[src/rtl/apb_pkg.sv]
// Shared APB completer definitions: transfer FSM states and byte-to-word index shift.
package apb_pkg;

  typedef enum logic [1:0] {
    StIdle,
    StSetup,
    StAccess
  } apb_state_e;

  localparam int unsigned WordShift = 2;

endpackage

[src/rtl/apb_reg_slave.sv]
// APB-style register completer: NR_REGS words, the top one a read-only status input,
// with programmable access wait states, abort on early sel drop and per-register write strobes.
module apb_reg_slave
  import apb_pkg::*;
#(
  parameter int unsigned NR_REGS     = 8,
  parameter int unsigned ADDR_WIDTH  = 5,
  parameter int unsigned DATA_WIDTH  = 32,
  parameter int unsigned WAIT_STATES = 0
) (
  input  logic                          clk,
  input  logic                          rst_n,
  input  logic                          sel,
  input  logic [ADDR_WIDTH-1:0]         addr,
  input  logic                          wr_rd,
  input  logic [DATA_WIDTH-1:0]         wdata,
  output logic [DATA_WIDTH-1:0]         rdata,
  output logic                          ready,
  input  logic [DATA_WIDTH-1:0]         status,
  output logic [NR_REGS*DATA_WIDTH-1:0] regs,
  output logic [NR_REGS-1:0]            wr_pulse
);

  localparam int unsigned IdxWidth  = ADDR_WIDTH - WordShift;
  localparam int unsigned StatusIdx = NR_REGS - 1;

  apb_state_e            state_q, state_d;
  logic [3:0]            cnt_q, cnt_d;
  logic [IdxWidth-1:0]   idx_q, idx_d;
  logic                  wr_q, wr_d;
  logic [DATA_WIDTH-1:0] wdata_q, wdata_d;

  logic [DATA_WIDTH-1:0] regs_q [NR_REGS];
  logic [NR_REGS-1:0]    wr_onehot;
  logic [NR_REGS-1:0]    wr_pulse_q;

  // Byte lane bits carry no meaning for word registers.
  logic unused_addr;
  assign unused_addr = ^addr[WordShift-1:0];

  always_comb begin
    state_d = state_q;
    cnt_d   = cnt_q;
    idx_d   = idx_q;
    wr_d    = wr_q;
    wdata_d = wdata_q;
    ready   = 1'b0;
    unique case (state_q)
      StIdle: begin
        if (sel) begin
          state_d = StSetup;
          idx_d   = addr[ADDR_WIDTH-1:WordShift];
          wr_d    = wr_rd;
          wdata_d = wdata;
        end
      end
      StSetup: begin
        if (sel) begin
          state_d = StAccess;
          cnt_d   = 4'(WAIT_STATES);
        end else begin
          state_d = StIdle;
        end
      end
      StAccess: begin
        // Once the counter hits zero the transfer completes regardless of sel.
        if (cnt_q == '0) begin
          ready   = 1'b1;
          state_d = StIdle;
        end else if (!sel) begin
          state_d = StIdle;
          cnt_d   = '0;
        end else begin
          cnt_d = cnt_q - 4'd1;
        end
      end
      default: state_d = StIdle;
    endcase
  end

  always_ff @(posedge clk or negedge rst_n) begin
    if (!rst_n) begin
      state_q <= StIdle;
      cnt_q   <= '0;
      idx_q   <= '0;
      wr_q    <= 1'b0;
      wdata_q <= '0;
    end else begin
      state_q <= state_d;
      cnt_q   <= cnt_d;
      idx_q   <= idx_d;
      wr_q    <= wr_d;
      wdata_q <= wdata_d;
    end
  end

  // Only indices below the status slot are writable; others complete silently.
  always_comb begin
    wr_onehot = '0;
    if (ready && wr_q) begin
      for (int unsigned i = 0; i < StatusIdx; i++) begin
        if (32'(idx_q) == i) wr_onehot[i] = 1'b1;
      end
    end
  end

  always_ff @(posedge clk or negedge rst_n) begin
    if (!rst_n) begin
      for (int unsigned i = 0; i < NR_REGS; i++) regs_q[i] <= '0;
      wr_pulse_q <= '0;
    end else begin
      wr_pulse_q <= wr_onehot;
      for (int unsigned i = 0; i < NR_REGS; i++) begin
        if (wr_onehot[i]) regs_q[i] <= wdata_q;
      end
    end
  end

  always_comb begin
    rdata = '0;
    if (ready && !wr_q) begin
      if (32'(idx_q) == StatusIdx) begin
        rdata = status;
      end else begin
        for (int unsigned i = 0; i < StatusIdx; i++) begin
          if (32'(idx_q) == i) rdata = regs_q[i];
        end
      end
    end
  end

  always_comb begin
    regs = '0;
    for (int unsigned i = 0; i < NR_REGS; i++) begin
      regs[i*DATA_WIDTH +: DATA_WIDTH] = regs_q[i];
    end
  end

  assign wr_pulse = wr_pulse_q;

endmodule

[config.mk]
export PLATFORM = sky130hd
export DESIGN_NAME = apb_reg_slave
export DESIGN_NICKNAME = d
export VERILOG_FILES = /design/src/rtl/apb_pkg.sv /design/src/rtl/apb_reg_slave.sv
export SDC_FILE = /design/constraint.sdc
export NUM_CORES = 1
export LEC_CHECK = 0
export ABC_AREA = 1
export CAP_MARGIN = 10
export CORE_ASPECT_RATIO = 1.5
export CORE_MARGIN = 5
export CORE_UTILIZATION = 44
export DETAILED_ROUTE_END_ITERATION = 6
export PLACE_DENSITY = 0.79
export SYNTH_ARGS = -nofsm -noshare
export SYNTH_HDL_FRONTEND = slang
export SYNTH_SLANG_ARGS = --single-unit
export TNS_END_PERCENT = 100
[constraint.sdc]
create_clock -name clk -period 1.75 [get_ports clk]
set_input_delay 0.35 -clock clk [delete_from_list [all_inputs] [get_ports clk]]
set_output_delay 0.35 -clock clk [all_outputs]
set_load 0.01 [all_outputs]
==> flow_metrics.py, run 1 <==
metrics = {
    "run_status": {
        "status": "finished with violations",
        "violations": "negative setup slack",
    },
    "global_route": {
        "grt_pass1_vias": 14500,
        "antenna_found_initial": 0,
        "grt_pass1_wl_um": 82900,
        "overflow": 0,
        "grt_max_degree": 68,
        "track_usage_pct": 32.3,
    },
    "clock_tree": {
        "clockBufferDepth": 3,
        "cts_made_buffers": 28,
        "cts_tree": "built",
        "clkTransAtPathRegs_ns": 0.07,
        "ctsHtreeMaxLevel": 1,
        "cts-root-buf": "clkbuf_16",
        "clock_latency_ns": 0.56,
        "cts_sinks": 273,
    },
    "power_and_ir_drop": {
        "power.internal_mw": 18.8,
        "p_sw_share_pct": 38.7,
        "power.density_mw_per_mm2": 1370,
        "combinationalPowerShare_pct": 46.1,
        "p_clk_share_pct": 20.0,
        "power.share.sequential_pct": 33.9,
        "p_sw_mw": 11.9,
        "p_leak_nw": 11.1,
        "ir_worst_vdd_v": 0.00109,
        "totalPowerFinal_mw": 30.7,
    },
    "layout": {
        "drive_gt1_share_pct": 32.2,
        "antenna_cells": 0,
        "area_growth_pct": 69.8,
        "fin_nets": 2403,
        "fillers": 1966,
        "multi_input_area_mm2": 0.00613,
        "regArea_mm2": 0.00684,
    },
    "min_path": {
        "hold_class": "in -> async",
    },
    "worst_setup_path": {
        "cp.arrival_ns": 2.39,
        "cpPeakStageDelay_ns": 0.50,
        "crit_path_end_kind": "output pin",
        "endpoint": "rdata[19]",
        "crit_start": "idx_q[1]",
        "cp_max_fo": 6,
        "crit_top_cell": "nor2_1",
        "slowest_stage": "dfrtp_2",
        "cp-start-kind": "register",
        "worstPathCellList": "buf_6 -> nand3_4 -> buf_12 -> buf_4 -> nor2_1 -> nor2_1 -> nand4_1 -> nand2_1 -> inv_1 -> buf_2",
        "timing_worst_setup_path_type": "reg -> out",
        "ff2ff_path_depth": 18,
        "required_ns": 1.40,
        "timing.rr.start": "cnt_q[0]",
        "r2r_setup_slack_ns": -0.72,
        "r2r-end": "regs[107]",
    },
    "timing": {
        "max_freq_ghz": 0.365,
        "worst_slack_ns": -0.993,
        "min_period_ns": 2.74,
        "finalMaxSlewViolations": 0,
        "setup_violations": 460,
        "post-route-period-util_pct": 157,
        "tightestPinTransition_ns": 0.627,
        "worst_hold_slack_ns": 0.233,
        "rsz0062_at_grt": "true",
        "max_slew_margin_pct": 58.2,
        "finClkSkew_ns": 0.0126,
        "final_hold_viol_count": 0,
    },
    "logic_synthesis": {
        "syn_area_mm2": 0.0132,
        "async_reset_ff_share_pct": 100,
        "yosys.cell_types.count": 27,
        "yosys.area.top_type_share_pct": 51.9,
        "ys_warn_count": 0,
        "seq_area_frac_synth_pct": 51.9,
        "synth_edf_count": 0,
        "synth_area_per_cell_um2": 7.59,
        "synth.area.top_cells": "dfrtp_1 (52%), nand2_1 (17%), o21ai_0 (9.2%), inv_1 (5.2%), nor2_1 (3.4%)",
        "syn_inst": 1735,
        "synth_seq_cells": 273,
        "yosysTopAreaCell": "dfrtp_1",
        "ys.flop_type": "dfrtp_1",
    },
    "route": {
        "via_per_inst": 5.55,
        "antenna_left": 0,
        "routedWlPerCell_um": 23.1,
        "drt_first_pass_iters": 6,
        "totalWireLength_um": 63500,
        "drt_iter0_drc": 1514,
        "vias": 15200,
        "remaining_drc_errors": 0,
    },
    "place": {
        "gp_congestion": 0.931,
        "pre_cts_ws_ns": -0.824,
        "dp_hpwl_um": 39100,
        "port_buffers": 334,
    },
    "floorplanning": {
        "core_area_mm2": 0.0295,
        "start_util_pct": 44.7,
        "rows": 77,
        "die_h_um": 222,
        "die_area_mm2": 0.0336,
        "pin_count": 370,
        "die_width_um": 151,
    },
    "flow_run": {
        "drv_cap": 0,
    },
}
## metrics by stage
stage                     cell area [um2]  util (%)  setup TNS, ns  cells
final                               22400      75.9        -187.24   2743
after global routing                22400      75.9        -221.67   2743
after CTS                           20300      68.8         -92.60   2673
after detailed placement            18600      63.0         -44.13   2584
after global placement              18600      63.0         -34.85   2584
after floorplan                     13400         -      -0.000806   1767
## routing by layer
| layer | wire [um] | up-vias | track usage (%) | part of all wire [%] |
|---|---|---|---|---|
| met5 | 0 | - | 0 | 0 |
| li1 | - | 6511 | - | - |
| met2 | 31200 | 1142 | 56.6 | 49 |
| met3 | 5610 | 388 | 3.97 | 8.8 |
| met4 | 6390 | 0 | 23.1 | 10 |
| met1 | 20200 | 7190 | 35.3 | 32 |
## cell type report
class	instances	share of cell area (%)
well taps	395	2.21
inverters	187	3.28
clock buffers	39	3.50
multi-input cells	1145	27.4
clock inverters	10	0.588
flip-flops and latches	273	30.6
repair buffers	694	32.5
## state kept, by name, summed over array words and instances (netlist names)
| signal | cells |
|---|---|
| cnt_q | 4 |
| idx_q | 3 |
| regs | 224 |
| state_q | 2 |
| wdata_q | 32 |
| wr_pulse | 7 |
| wr_q | 1 |
## cells in the mapped netlist, types with 2 or more instances
| cell type | instances |
|---|---|
| inv_2 | 4 |
| o22ai_1 | 3 |
| nand4_1 | 23 |
| a21oi_1 | 39 |
| dfrtp_1 | 273 |
| nor2_2 | 6 |
| buf_4 | 48 |
| nor4_2 | 2 |
| nand3_1 | 47 |
| buf_6 | 2 |
| nor2_1 | 120 |
| clkbuf_1 | 48 |
| nor3_2 | 2 |
| inv_1 | 182 |
| o21ai_1 | 10 |
| nand2_1 | 609 |
| buf_2 | 63 |
| nand3_2 | 2 |
| nor3_1 | 2 |
| o21ai_0 | 243 |
## layout by cell type (no fill, tap or decap), types with 15 or more instances in the layout
| master | n |
|---|---|
| dlygate4sd2_1 | 15 |
| o21ai_2 | 48 |
| nor2_2 | 35 |
| nand3_1 | 20 |
| buf_6 | 72 |
| buf_4 | 224 |
| conb_1 | 33 |
| clkdlybuf4s15_1 | 18 |
| nand2_2 | 87 |
| nand2_4 | 24 |
| buf_2 | 18 |
| clkdlybuf4s50_1 | 260 |
| dfrtp_1 | 270 |
| nand4_1 | 23 |
| o21ai_1 | 54 |
| nand3_2 | 21 |
| o21ai_0 | 150 |
| nor2_1 | 73 |
| buf_12 | 44 |
| clkbuf_16 | 51 |
| inv_1 | 159 |
| nand2_1 | 496 |
| nor2_4 | 19 |
| a21oi_2 | 24 |
| inv_2 | 21 |
## worst max-delay path, delay by kind of cell (launching register included)
family,cells,cell delay (ns)
and+or+nand+nor,5,0.71
buffers and inverters,5,0.62
DFF,1,0.50
## how the worst min path moves through the flow
stage,from,slack [ns],cells past startpoint,end
after floorplan,rst_n,0.05,0,cnt_q[0]
after global placement,rst_n,0.21,1,wr_pulse[1]
after detailed placement,rst_n,0.21,1,wr_pulse[1]
after CTS,rst_n,0.23,2,regs[20]
after global routing,rst_n,0.25,2,wr_pulse[1]
final,rst_n,0.23,2,wr_pulse[1]
## power by group through the flow
stage,combinational [mW],clock (mW),sequential [mW]
after detailed placement,11.4,0,10.2
after CTS,12.3,6.14,10.1
after global routing,14.9,6.40,10.5
final,14.1,6.13,10.4
after global placement,11.2,0,10.1
after floorplan,3.84,0,9.86
## cell families after synthesis
kind of cell / Yosys count / share of synthesized area, %
and+or+nand+nor: 814 / 24.6
buffers and inverters: 349 / 12.0
AOI/OAI and AO/OA: 295 / 11.2
DFF: 273 / 51.9
xor gates and xnor gates: 2 / 0.133
adders and majority gates: 1 / 0.0950
other: 1 / 0.0285
## timing repair
item                       in CTS  in global routing
cloned                          9                 34
pin swaps                      57                 91
hold endpoints to repair      168                  0
buffers inserted               32                 54
gates resized for setup       355                410
setup endpoints to repair     481                471
hold buffers                    1                  0
No activity file was read; power rests on OpenSTA's default activity.
==> run 2: changes to the inputs <==
==> constraint.sdc (replaced) <==
create_clock -name clk -period 1.75 [get_ports clk]
set_input_delay 0.2625 -clock clk [delete_from_list [all_inputs] [get_ports clk]]
set_output_delay 0.2625 -clock clk [all_outputs]
set_load 0.01 [all_outputs]
==> run 2 against run 1 <==
Effect of this change:
- the run still ends with negative setup slack left
- count of clock-buffer cells in the layout is 9 lower
- fmax is 4.2% higher
- largest power group unchanged
- non-clock buffer count down 27
- sequential cell count unchanged
- via count rose by 2.0%
- cell count fell by 0.95%
- critical path depth up 2
- sequential share of layout area fell by 1.5 points
- wire length rose by 5.9%
- sequential power grew 4%
- critical endpoint is now rdata[0]
- first-iteration DRC count shrank 3.4%
- largest cell class unchanged
- hold slack got worse by 0.0078 ns
==> flow_metrics.py, run 2 (synthesis results as in run 1) <==
metrics = {
    "power_and_ir_drop": {
        "ir_worst_vdd_v": 0.00111,
        "p_sw_mw": 12.7,
        "power.internal_mw": 18.6,
        "p_sw_share_pct": 40.5,
        "combinationalPowerShare_pct": 44.9,
        "power.share.sequential_pct": 34.5,
        "p_leak_nw": 12.2,
        "p_clk_share_pct": 20.6,
        "power.density_mw_per_mm2": 1330,
    },
    "global_route": {
        "grt_pass1_vias": 14800,
        "grt_max_degree": 57,
        "overflow": 0,
        "track_usage_pct": 33.7,
        "grt_pass1_wl_um": 86000,
        "antenna_found_initial": 0,
    },
    "layout": {
        "fin_nets": 2375,
        "multi_input_area_mm2": 0.00722,
        "largest_reg_flops": 224,
        "area_growth_pct": 78.7,
        "antenna_cells": 0,
        "fillers": 1688,
        "final_area_mm2": 0.0235,
        "drive_gt1_share_pct": 41.3,
        "final_common_cell": "clkdlybuf4s50_1",
        "layout_common_cells": "clkdlybuf4s50_1 (296), nand2_1 (289), dfrtp_1 (271), nand2_2 (202), buf_4 (180)",
        "regArea_mm2": 0.00683,
    },
    "worst_setup_path": {
        "crit_cells": 12,
        "crit_buf_inv": 8,
        "required_ns": 1.49,
        "slowest_stage": "dfrtp_2",
        "r2r-end": "regs[171]",
        "cp_max_fo": 6,
        "timing_worst_setup_path_type": "reg -> out",
        "worstPathCellList": "inv_4 -> buf_6 -> nor3_4 -> buf_12 -> buf_8 -> buf_6 -> buf_6 -> nand2_1 -> nand4_1 -> nand2_1 -> inv_1 -> buf_2",
        "crit_top_cell": "buf_6",
        "r2r_setup_slack_ns": -0.71,
        "cp.arrival_ns": 2.37,
        "cp-start-kind": "register",
        "ff2ff_path_depth": 15,
        "crit_path_end_kind": "output pin",
        "cpPeakStageDelay_ns": 0.48,
        "timing.rr.start": "cnt_q[0]",
        "cpLargestDelayFamily": "buffers and inverters",
    },
    "timing": {
        "max_slew_margin_pct": 44.0,
        "timing.setup.tns_ns": -164.69,
        "setup_violations": 458,
        "max_freq_ghz": 0.380,
        "finClkSkew_ns": 0.0233,
        "post-route-period-util_pct": 150,
        "worst_slack_ns": -0.882,
        "min_period_ns": 2.63,
        "finalMaxSlewViolations": 0,
        "tightestPinTransition_ns": 0.840,
        "worst_hold_slack_ns": 0.226,
        "final_hold_viol_count": 0,
        "rsz0062_at_grt": "true",
    },
    "route": {
        "remaining_drc_errors": 0,
        "vias": 15500,
        "drt_iter0_drc": 1463,
        "antenna_left": 0,
        "routedWlPerCell_um": 24.7,
        "totalWireLength_um": 67200,
        "via_per_inst": 5.72,
        "drt_first_pass_iters": 6,
    },
    "clock_tree": {
        "cts_tree": "built",
        "cts-root-buf": "clkbuf_16",
        "cts_sinks": 273,
        "clkTransAtPathRegs_ns": 0.07,
        "cts_made_buffers": 27,
        "clockBufferDepth": 3,
        "clock_latency_ns": 0.57,
        "ctsHtreeMaxLevel": 1,
    },
    "floorplanning": {
        "die_area_mm2": 0.0336,
        "die_h_um": 222,
        "pin_count": 370,
        "start_util_pct": 44.7,
        "die_width_um": 151,
        "core_area_mm2": 0.0295,
        "rows": 77,
    },
    "place": {
        "port_buffers": 334,
        "dpl_cell_area_mm2": 0.0184,
        "dp_hpwl_um": 38800,
        "gp_congestion": 0.912,
    },
    "min_path": {
        "hold_class": "in -> async",
    },
    "run_status": {
        "status": "finished with violations",
        "violations": "negative setup slack",
    },
    "flow_run": {
        "drv_cap": 0,
    },
}
[run 2: cell count changes in the layout (fill, tap and decap cells not counted), moves of 15 or more]
cell             previous run  this run
nand2_1                   496       289
nand2_2                    87       202
nand2_4                    24       116
o21ai_0                   150        88
buf_4                     224       180
o21ai_2                    48        90
clkdlybuf4s50_1           260       296
a21oi_1                     8        33
a21oi_2                    24         6
clkdlybuf4s15_1            18         0
o21ai_1                    54        71
dlygate4sd2_1              15         0
[run 2: cell type report]
| cell class | count | area share, % |
|---|---|---|
| sequential | 273 | 29.0 |
| tap | 395 | 2.10 |
| multi-input combinational | 1145 | 30.7 |
| clock inverter | 20 | 1.07 |
| inverter | 187 | 3.03 |
| timing repair buffer | 667 | 31.1 |
| clock buffer | 30 | 3.05 |
[run 2: per-layer routing]
| metal | part of all wire, % | wire length, um | vias up | GRT usage [%] |
|---|---|---|---|---|
| li1 | - | - | 6470 | - |
| met1 | 31 | 21000 | 7439 | 37.3 |
| met4 | 11 | 7700 | 0 | 25.4 |
| met3 | 9.2 | 6200 | 436 | 4.97 |
| met2 | 48 | 32200 | 1191 | 57.3 |
| met5 | 0 | 0 | - | 0 |
[run 2: power by group through the flow]
| stage | combinational (mW) | clock (mW) | sequential, mW |
|---|---|---|---|
| after floorplan | 3.70 | 0 | 9.86 |
| after global placement | 10.8 | 0 | 10.1 |
| after detailed placement | 11.0 | 0 | 10.1 |
| after CTS | 12.4 | 6.38 | 10.1 |
| after global routing | 14.7 | 6.68 | 10.9 |
| final | 14.0 | 6.43 | 10.8 |
[run 2: through the flow]
| stage | cells | setup WS, ns | power, mW | utilization [%] |
|---|---|---|---|---|
| after global routing | 2717 | -0.951 | 32.3 | 79.8 |
| after global placement | 2562 | -0.692 | 20.9 | 62.4 |
| after CTS | 2670 | -0.855 | 28.9 | 70.6 |
| after floorplan | 1767 | -0.0106 | 13.6 | - |
| after detailed placement | 2562 | -0.706 | 21.2 | 62.4 |
| final | 2717 | -0.882 | 31.3 | 79.8 |
[run 2: worst max-delay path by stage]
stage / startpoint / to / slack (ns)
final: idx_q[0] / rdata[0] / -0.88
after global routing: idx_q[1] / rdata[13] / -0.95
after CTS: idx_q[0] / rdata[13] / -0.85
after detailed placement: idx_q[1] / rdata[18] / -0.71
after global placement: idx_q[1] / rdata[0] / -0.69
after floorplan: cnt_q[1] / rdata[11] / -0.01
[run 2: worst register-to-register path, delay by kind of cell (launching register included)]
| family | cells | cell delay (ns) |
|---|---|---|
| flip-flops | 1 | 0.38 |
| AO/OA/AOI/OAI | 1 | 0.11 |
| adder cells (fa/ha/maj) | 1 | 0.16 |
| AND/OR/NAND/NOR | 5 | 0.65 |
| buffers and inverters | 8 | 1.08 |
[run 2: timing repair]
item,4_1_cts,5_1_grt
gates cloned,18,25
resized for setup,400,707
pin swaps,74,150
endpoints found under the setup margin,458,482
hold buffers,1,0
endpoints found under the hold margin,42,0
buffers inserted,50,38
